===== config.mk =====
export PLATFORM = sky130hd
export DESIGN_NAME = spi_master_param
export DESIGN_NICKNAME = d
export VERILOG_FILES = /design/src/rtl/spi_master_param.sv
export SDC_FILE = /design/constraint.sdc
export NUM_CORES = 1
export LEC_CHECK = 0
export CORE_ASPECT_RATIO = 2
export CORE_MARGIN = 3
export CORE_UTILIZATION = 52
export DETAILED_ROUTE_END_ITERATION = 8
export PLACE_DENSITY = 0.87
export SKIP_LAST_GASP = 1
export SLEW_MARGIN = 20
export SYNTH_ARGS = -nofsm -noshare
export SYNTH_HDL_FRONTEND = slang
export SYNTH_SLANG_ARGS = --single-unit

===== constraint.sdc =====
create_clock -name clk_50M -period 1.95 [get_ports clk_50M]
set_clock_uncertainty 0.1 [all_clocks]
set_input_delay 0.39 -clock clk_50M [delete_from_list [all_inputs] [get_ports clk_50M]]
set_output_delay 0.39 -clock clk_50M [all_outputs]
set_load 0.05 [all_outputs]

===== src/rtl/spi_master_param.sv =====
`default_nettype none
// ============================================================================
// spi_master_param : parametrised SPI master (width, divider, selects, mode).
// Optional SPI_MASTER_LOOPBACK_EN adds a loopback input (sample MOSI, not MISO).
// Rev 1.0
// ============================================================================
module spi_master_param #(
  parameter int DATA_W  = 8,
  parameter int CLK_DIV = 2,
  parameter int NUM_SS  = 1,
  parameter int SS_W    = (NUM_SS > 1) ? $clog2(NUM_SS) : 1
) (
  input  logic              clk_50M,
  input  logic              reset,
  input  logic              start,
  input  logic [DATA_W-1:0] tx_data,
  input  logic [SS_W-1:0]   ss_sel,
  input  logic              cpol,
  input  logic              cpha,
  input  logic              MISO_bit,
`ifdef SPI_MASTER_LOOPBACK_EN
  input  logic              loopback,
`endif
  output logic              SCLK,
  output logic              MOSI_bit,
  output logic [NUM_SS-1:0] SS,
  output logic              busy,
  output logic              done,
  output logic [DATA_W-1:0] rx_data
);

  localparam int                DIV_W     = (CLK_DIV > 1) ? $clog2(CLK_DIV) : 1;
  localparam int                EDGE_W    = $clog2(2 * DATA_W);
  localparam logic [DIV_W-1:0]  DIV_LAST  = DIV_W'(CLK_DIV - 1);
  localparam logic [EDGE_W-1:0] EDGE_LAST = EDGE_W'(2 * DATA_W - 1);

  typedef enum logic [2:0] {
    IDLE  = 3'd0,
    SETUP = 3'd1,
    XFER  = 3'd2,
    HOLD  = 3'd3,
    DONE  = 3'd4
  } state_t;

  state_t              state_q, state_d;
  logic [DIV_W-1:0]    div_q, div_d;
  logic [EDGE_W-1:0]   edge_q, edge_d;
  logic [DATA_W-1:0]   tx_sh_q, tx_sh_d;
  logic [DATA_W-1:0]   rx_sh_q, rx_sh_d;
  logic [DATA_W-1:0]   rx_data_q, rx_data_d;
  logic [NUM_SS-1:0]   ss_q, ss_d;
  logic                cpol_q, cpol_d;
  logic                cpha_q, cpha_d;
  logic                sclk_q, sclk_d;
  logic                mosi_q, mosi_d;
  logic                busy_q, busy_d;
  logic                done_q, done_d;
  logic                tick;
  logic                sample_bit;

`ifdef SPI_MASTER_LOOPBACK_EN
  assign sample_bit = loopback ? mosi_q : MISO_bit;
`else
  assign sample_bit = MISO_bit;
`endif

  assign tick = (div_q == DIV_LAST);

  always_ff @(posedge clk_50M) begin
    if (!reset) begin
      state_q   <= IDLE;
      div_q     <= '0;
      edge_q    <= '0;
      tx_sh_q   <= '0;
      rx_sh_q   <= '0;
      rx_data_q <= '0;
      ss_q      <= '1;
      cpol_q    <= 1'b0;
      cpha_q    <= 1'b0;
      sclk_q    <= 1'b0;
      mosi_q    <= 1'b0;
      busy_q    <= 1'b0;
      done_q    <= 1'b0;
    end else begin
      state_q   <= state_d;
      div_q     <= div_d;
      edge_q    <= edge_d;
      tx_sh_q   <= tx_sh_d;
      rx_sh_q   <= rx_sh_d;
      rx_data_q <= rx_data_d;
      ss_q      <= ss_d;
      cpol_q    <= cpol_d;
      cpha_q    <= cpha_d;
      sclk_q    <= sclk_d;
      mosi_q    <= mosi_d;
      busy_q    <= busy_d;
      done_q    <= done_d;
    end
  end

  always_comb begin
    state_d   = state_q;
    div_d     = tick ? '0 : div_q + 1'b1;
    edge_d    = edge_q;
    tx_sh_d   = tx_sh_q;
    rx_sh_d   = rx_sh_q;
    rx_data_d = rx_data_q;
    ss_d      = ss_q;
    cpol_d    = cpol_q;
    cpha_d    = cpha_q;
    sclk_d    = sclk_q;
    mosi_d    = mosi_q;
    busy_d    = busy_q;
    done_d    = 1'b0;

    case (state_q)
      IDLE: begin
        div_d = '0;
        if (start) begin
          cpol_d  = cpol;
          cpha_d  = cpha;
          sclk_d  = cpol;
          busy_d  = 1'b1;
          edge_d  = '0;
          state_d = SETUP;
          for (int i = 0; i < NUM_SS; i++) begin
            ss_d[i] = (ss_sel != SS_W'(i));
          end
          // Mode 0/2 presents the MSB before the first edge; 1/3 drives it on edge 1.
          if (!cpha) begin
            mosi_d  = tx_data[DATA_W-1];
            tx_sh_d = tx_data << 1;
          end else begin
            tx_sh_d = tx_data;
          end
        end
      end
      SETUP: begin
        if (tick) state_d = XFER;
      end
      XFER: begin
        if (tick) begin
          sclk_d = ~sclk_q;
          edge_d = edge_q + 1'b1;
          // edge_q[0]==0 means a leading (odd-numbered) edge
          if (edge_q[0] == cpha_q) begin
            rx_sh_d = {rx_sh_q[DATA_W-2:0], sample_bit};
          end else if (edge_q != EDGE_LAST) begin
            mosi_d  = tx_sh_q[DATA_W-1];
            tx_sh_d = tx_sh_q << 1;
          end
          if (edge_q == EDGE_LAST) state_d = HOLD;
        end
      end
      HOLD: begin
        if (tick) begin
          sclk_d  = cpol_q;
          ss_d    = '1;
          state_d = DONE;
        end
      end
      DONE: begin
        done_d    = 1'b1;
        rx_data_d = rx_sh_q;
        busy_d    = 1'b0;
        state_d   = IDLE;
      end
      default: state_d = IDLE;
    endcase
  end

  assign SCLK     = sclk_q;
  assign MOSI_bit = mosi_q;
  assign SS       = ss_q;
  assign busy     = busy_q;
  assign done     = done_q;
  assign rx_data  = rx_data_q;

endmodule
`default_nettype wire


## Yosys cells after proc, flatten, opt, wreduce, memory -nomap -nowiden

Cells that the tools add are included.

- Word-level logic and storage cells: 78
- Input bits: 15
- Register bits: 39

- Add/subtract/negate cells: 2
- Reduce and logical (&&, ||, !) cells: 15
- Eq/ne operators: 15
- Bitwise logic cells: 2
- Multiplexer cells: 31

Operators with widths:

| cell | number |
|---|---|
| 2-to-1 mux 8 bit | 5 |
| != test 2 bit (second input constant) | 8 |
| case mux 8 bit (2 select lines) | 1 |
| 2-to-1 mux 3 bit | 5 |
| 2-to-1 mux 1 bit | 12 |
| case mux 3 bit (4 select lines) | 1 |
| AND reduction 5 bit | 2 |
| AND reduction 3 bit | 3 |
| 2-to-1 mux 4 bit | 2 |
| case mux 4 bit (2 select lines) | 1 |
| equality test 3 x 2 -> 1 bit (second input constant) | 2 |
| case mux 1 bit (2 select lines) | 3 |
| AND reduction 6 bit | 1 |
| nonzero test 2 bit | 3 |
| adder 4 x 1 -> 4 bit (second input constant) | 1 |
| equality test 4 bit (second input constant) | 1 |
| != test 4 bit (second input constant) | 1 |
| AND reduction 2 bit | 2 |
| AND reduction 4 bit | 1 |
| equality test 3 x 1 -> 1 bit (second input constant) | 1 |
| equality test 3 bit (second input constant) | 1 |
| zero test 3 bit | 1 |
| case mux 1 bit (3 select lines) | 1 |
| nonzero test 3 bit | 1 |
| other kinds (4) | 5 |

## Depth between registers and ports, before layout

- Depth after elaboration: 5
- Mapped depth: 7

## Worst setup path after synthesis

OpenSTA, ideal clock, no wires.

- Path type: register to register
- Start point: register state_q[2]
- End point: register edge_q[3]
- Cell stages (with the launch flop): 6
- Clock period less this slack: 1654 ps
- Buffers on the path: 2
- Required time: 1780 ps
- Path slack: 296 ps
- Arrival time: 1484 ps
- Cells stage by stage: dfxtp_1 buf_6 or3b_1 buf_6 or4_1 a21oi_1

- Cells in the longest elaborated chain, start to end: 3

RTL lines:

| item | line | text |
|---|---|---|
| start: declaration | 45 | `state_t state_q, state_d;` |
| start signal: assignment | 85 | `state_q <= state_d;` |
| equality test 3 x 2 -> 1 bit or zero test 3 bit (tied branches) | 116 | `case (state_q)` |
| != test 2 bit (no line) or nonzero test 2 bit (tied branches) | -- |  |
| AND reduction 3 bit (no line) | -- |  |
| end signal: assignment | 87 | `edge_q <= edge_d;` |
| end: declaration | 47 | `logic [EDGE_W-1:0] edge_q, edge_d;` |

Parallel ways exist; a longest one is shown, timed or not.
A chain may end at the register's enable or synchronous reset.

## Final worst setup path

- Start point: register done_q (netlist: done)
- End point: output port done

RTL lines:

| item | line | text |
|---|---|---|
| start: declaration | 57 | `logic done_q, done_d;` |
| start signal: assignment | 97 | `done_q <= done_d;` |
| end: declaration | 28 | `output logic done,` |

No word-level cell between the ends.

==> results.sh <==
export IMPL_clkPwrFrac_pct=39.1
export IMPL_synth_area_mm2=0.00172
export IMPL_path_cells="clkdlybuf4s50_1"
export IMPL_slowest_delay_ns=0.79
export IMPL_post_dp_hpwl_um=2670
export IMPL_synth_cell_types=32
export IMPL_synthCells=196
export IMPL_io_buffer_count=27
export IMPL_areaGrowthSynthToFinish_pct=25.9
export IMPL_regArea_um2=781
export IMPL_grt_max_degree=21
export IMPL_cts_tree="yes"
export IMPL_wl_per_cell_um=13.9
export IMPL_outcome="finished, final reports clean"
export IMPL_start_kind="flip-flop"
export IMPL_cts_htree_levels=2
export IMPL_final_cells=260
export IMPL_dp_cells=252
export IMPL_synthDominantCellAreaShare_pct=45.5
export IMPL_totalWireLength_um=3610
export IMPL_seqPwrFrac_pct=47.9
export IMPL_synth_seq_cells=39
export IMPL_ys_warn_count=0
export IMPL_worstPathRequired_ns=1.46
export IMPL_synth_edf_count=0
export IMPL_vdd_drop_max_v=0.000624
export IMPL_start_util_pct=56.3
export IMPL_fin_crit_ns=1.88
export IMPL_p_int_w=0.00135
export IMPL_p_comb_share_pct=13.0
export IMPL_clkSinkCount=39
export IMPL_final_hold_viol_count=0
export IMPL_fp_dieW_um=46.6
export IMPL_synth_flop_cell="dfxtp_1"
export IMPL_total_power_w=0.00178
export IMPL_hp_class="reg2reg"
export IMPL_yosysTopAreaCell="dfxtp_1"
export IMPL_viasPerCell=5.77
export IMPL_tightestPinTransition_ns=0.500
export IMPL_ys_async_sr_fraction_pct=0
export IMPL_path_clk_slew_ns=0.07
export IMPL_dieArea_mm2=0.00407
export IMPL_num_fill_cells=233
export IMPL_critical_path_top_delay_family="buffers and inverters"
export IMPL_critPathBufInv=1
export IMPL_synth_fp_nets=212
export IMPL_layout_drive_gt1_share_pct=13.5
export IMPL_cp_max_fo=1
export IMPL_dr_pass1_iters=4
export IMPL_rsz0062_at_grt="false"
export IMPL_die_h_um=87.3
export IMPL_drt_initial_drc_count=24
export IMPL_io_pins=28
export IMPL_multi_input_area_um2=857
export IMPL_synth_commonest_cells="dfxtp_1 (39), nand2_1 (35), mux2i_1 (26)"
export IMPL_grt_pass1_wl_um=6200
export IMPL_insertion_delay_ns=0.29
export IMPL_yosysSeqAreaShare_pct=45.5
export IMPL_p_leak_nw=0.976
export IMPL_slew_viol_final=0
export IMPL_synth_most_common_cell="dfxtp_1"
export IMPL_synth_area_top_cells="dfxtp_1 (45%), mux2i_1 (15%), nand2_1 (7.7%)"
export IMPL_antenna_cells=0
export IMPL_fp_coreArea_mm2=0.00305
export IMPL_cts_root_buf="clkbuf_8"
export IMPL_syn_area_per_cell_um2=8.76
export IMPL_startpoint="done"
export IMPL_cp_end_kind="primary output"
export IMPL_r2r_start="edge_q[0]"
export IMPL_cts_setup_buffers=0
export IMPL_slew_headroom_pct=66.6
export IMPL_numCtsBuffers=5
export IMPL_switchingPower_w=0.000431
export IMPL_drtAntennaViolNets=0
export IMPL_drv_cap=0
export IMPL_period_share_pct=96.6
export IMPL_clk_path_buf_depth=2
export IMPL_hp_start="rx_data[4]"
export IMPL_antenna_found_initial=0
export IMPL_first_global_vias=1464
export IMPL_power_density_mw_per_mm2=824
export IMPL_setup_violations_final=0
export IMPL_cp_arrival_ns=1.39
export IMPL_p_sw_share_pct=24.2
export IMPL_num_nets_final=245
export IMPL_grt_usage_pct=21.0
export IMPL_row_count=28
export IMPL_hold_buffers=0
export IMPL_overflow=0
export IMPL_crit_slowest_cell="clkdlybuf4s50_1"
export IMPL_vias=1500
export IMPL_path_class="reg2out"
export IMPL_drc=0
export IMPL_place_congestion=0.792
export IMPL_max_freq_mhz=531
[final timing paths]
check,endpoint,slack (ns),cells after the start
max reg2reg,tx_sh_q[1],0.19,6
min,rx_data[4],0.35,2
min reg2reg,rx_data[4],0.35,2
max,done,0.07,1
[power groups by stage]
stage | clock network [W] | logic, W | registers (W)
after floorplan | 0 | 0.000127 | 0.000884
after global placement | 0 | 0.000225 | 0.000870
after global routing | 0.000744 | 0.000252 | 0.000857
final | 0.000696 | 0.000232 | 0.000854
after CTS | 0.000709 | 0.000233 | 0.000853
after detailed placement | 0 | 0.000232 | 0.000871
[through the flow]
| step | TNS, ns | instance area (um^2) | setup WS (ns) | utilization, % | hold slack, ns |
|---|---|---|---|---|---|
| 6_report | 0 | 2160 | 0.0659 | 70.9 | 0.353 |
| 2_1_floorplan | 0 | 1720 | 0.296 | - | 0.332 |
| 3_5_place_dp | -0.147 | 2040 | -0.106 | 66.8 | 0.347 |
| 4_1_cts | 0 | 2150 | 0.0309 | 70.7 | 0.357 |
| 5_1_grt | 0 | 2160 | 0.0222 | 70.9 | 0.373 |
| 3_3_place_gp | -0.0550 | 2040 | -0.0550 | 66.8 | 0.341 |
[repair_timing]
| action | in CTS | in global routing |
|---|---|---|
| gates resized for setup | 0 | 3 |
| endpoints found under the hold margin | 0 | 0 |
| endpoints found under the setup margin | 0 | 3 |
[cells by family after synthesis]
group	Yosys count	share of synthesized area, %
buffers and inverters	16	4.59
adders and majority gates	1	0.729
xor gates and xnor gates	2	1.02
DFF	39	45.5
and+or+nand+nor	74	19.4
AOI/OAI and AO/OA	38	13.6
muxes	26	15.2
[routing by layer]
| metal | vias up | GRT usage (%) | routed length [um] | part of all wire [%] |
|---|---|---|---|---|
| met1 | 711 | 19.9 | 1300 | 36 |
| met5 | - | 0 | 0 | 0 |
| li1 | 747 | - | - | - |
| met2 | 33 | 37.4 | 2070 | 57 |
| met3 | 9 | 6.00 | 137 | 3.8 |
| met4 | 0 | 12.1 | 97 | 2.7 |
[sequential cells by signal, summed over array words and instances (netlist names), 3 cells and up]
| register | flops |
|---|---|
| rx_data | 8 |
| state_q | 3 |
| tx_sh_q | 8 |
| rx_sh_q | 8 |
| edge_q | 4 |
[final cells by class]
| cell class | count | share of cell area (%) |
|---|---|---|
| timing repair buffer | 39 | 16.6 |
| multi-input combinational | 141 | 39.6 |
| sequential | 39 | 36.1 |
| clock inverter | 2 | 1.62 |
| tap | 30 | 1.74 |
| inverter | 3 | 0.521 |
| clock buffer | 6 | 3.82 |
[cells in the final DEF (no fill, tap or decap), types with 2 or more instances in the layout]
| cell type | count |
|---|---|
| dlymetal6s2s_1 | 3 |
| buf_4 | 20 |
| clkbuf_8 | 6 |
| clkdlybuf4s50_1 | 15 |
| inv_1 | 2 |
| dfxtp_1 | 39 |
| o21ai_0 | 5 |
| or3_1 | 2 |
| a21oi_1 | 18 |
| nand2_1 | 35 |
| and2_1 | 3 |
| nor3_1 | 4 |
| a211oi_1 | 2 |
| nor2_1 | 18 |
| mux2i_1 | 26 |
| o211ai_1 | 7 |
| nand3_1 | 6 |
| or3b_1 | 2 |
Note: power is estimated with default switching activity, not from simulation.
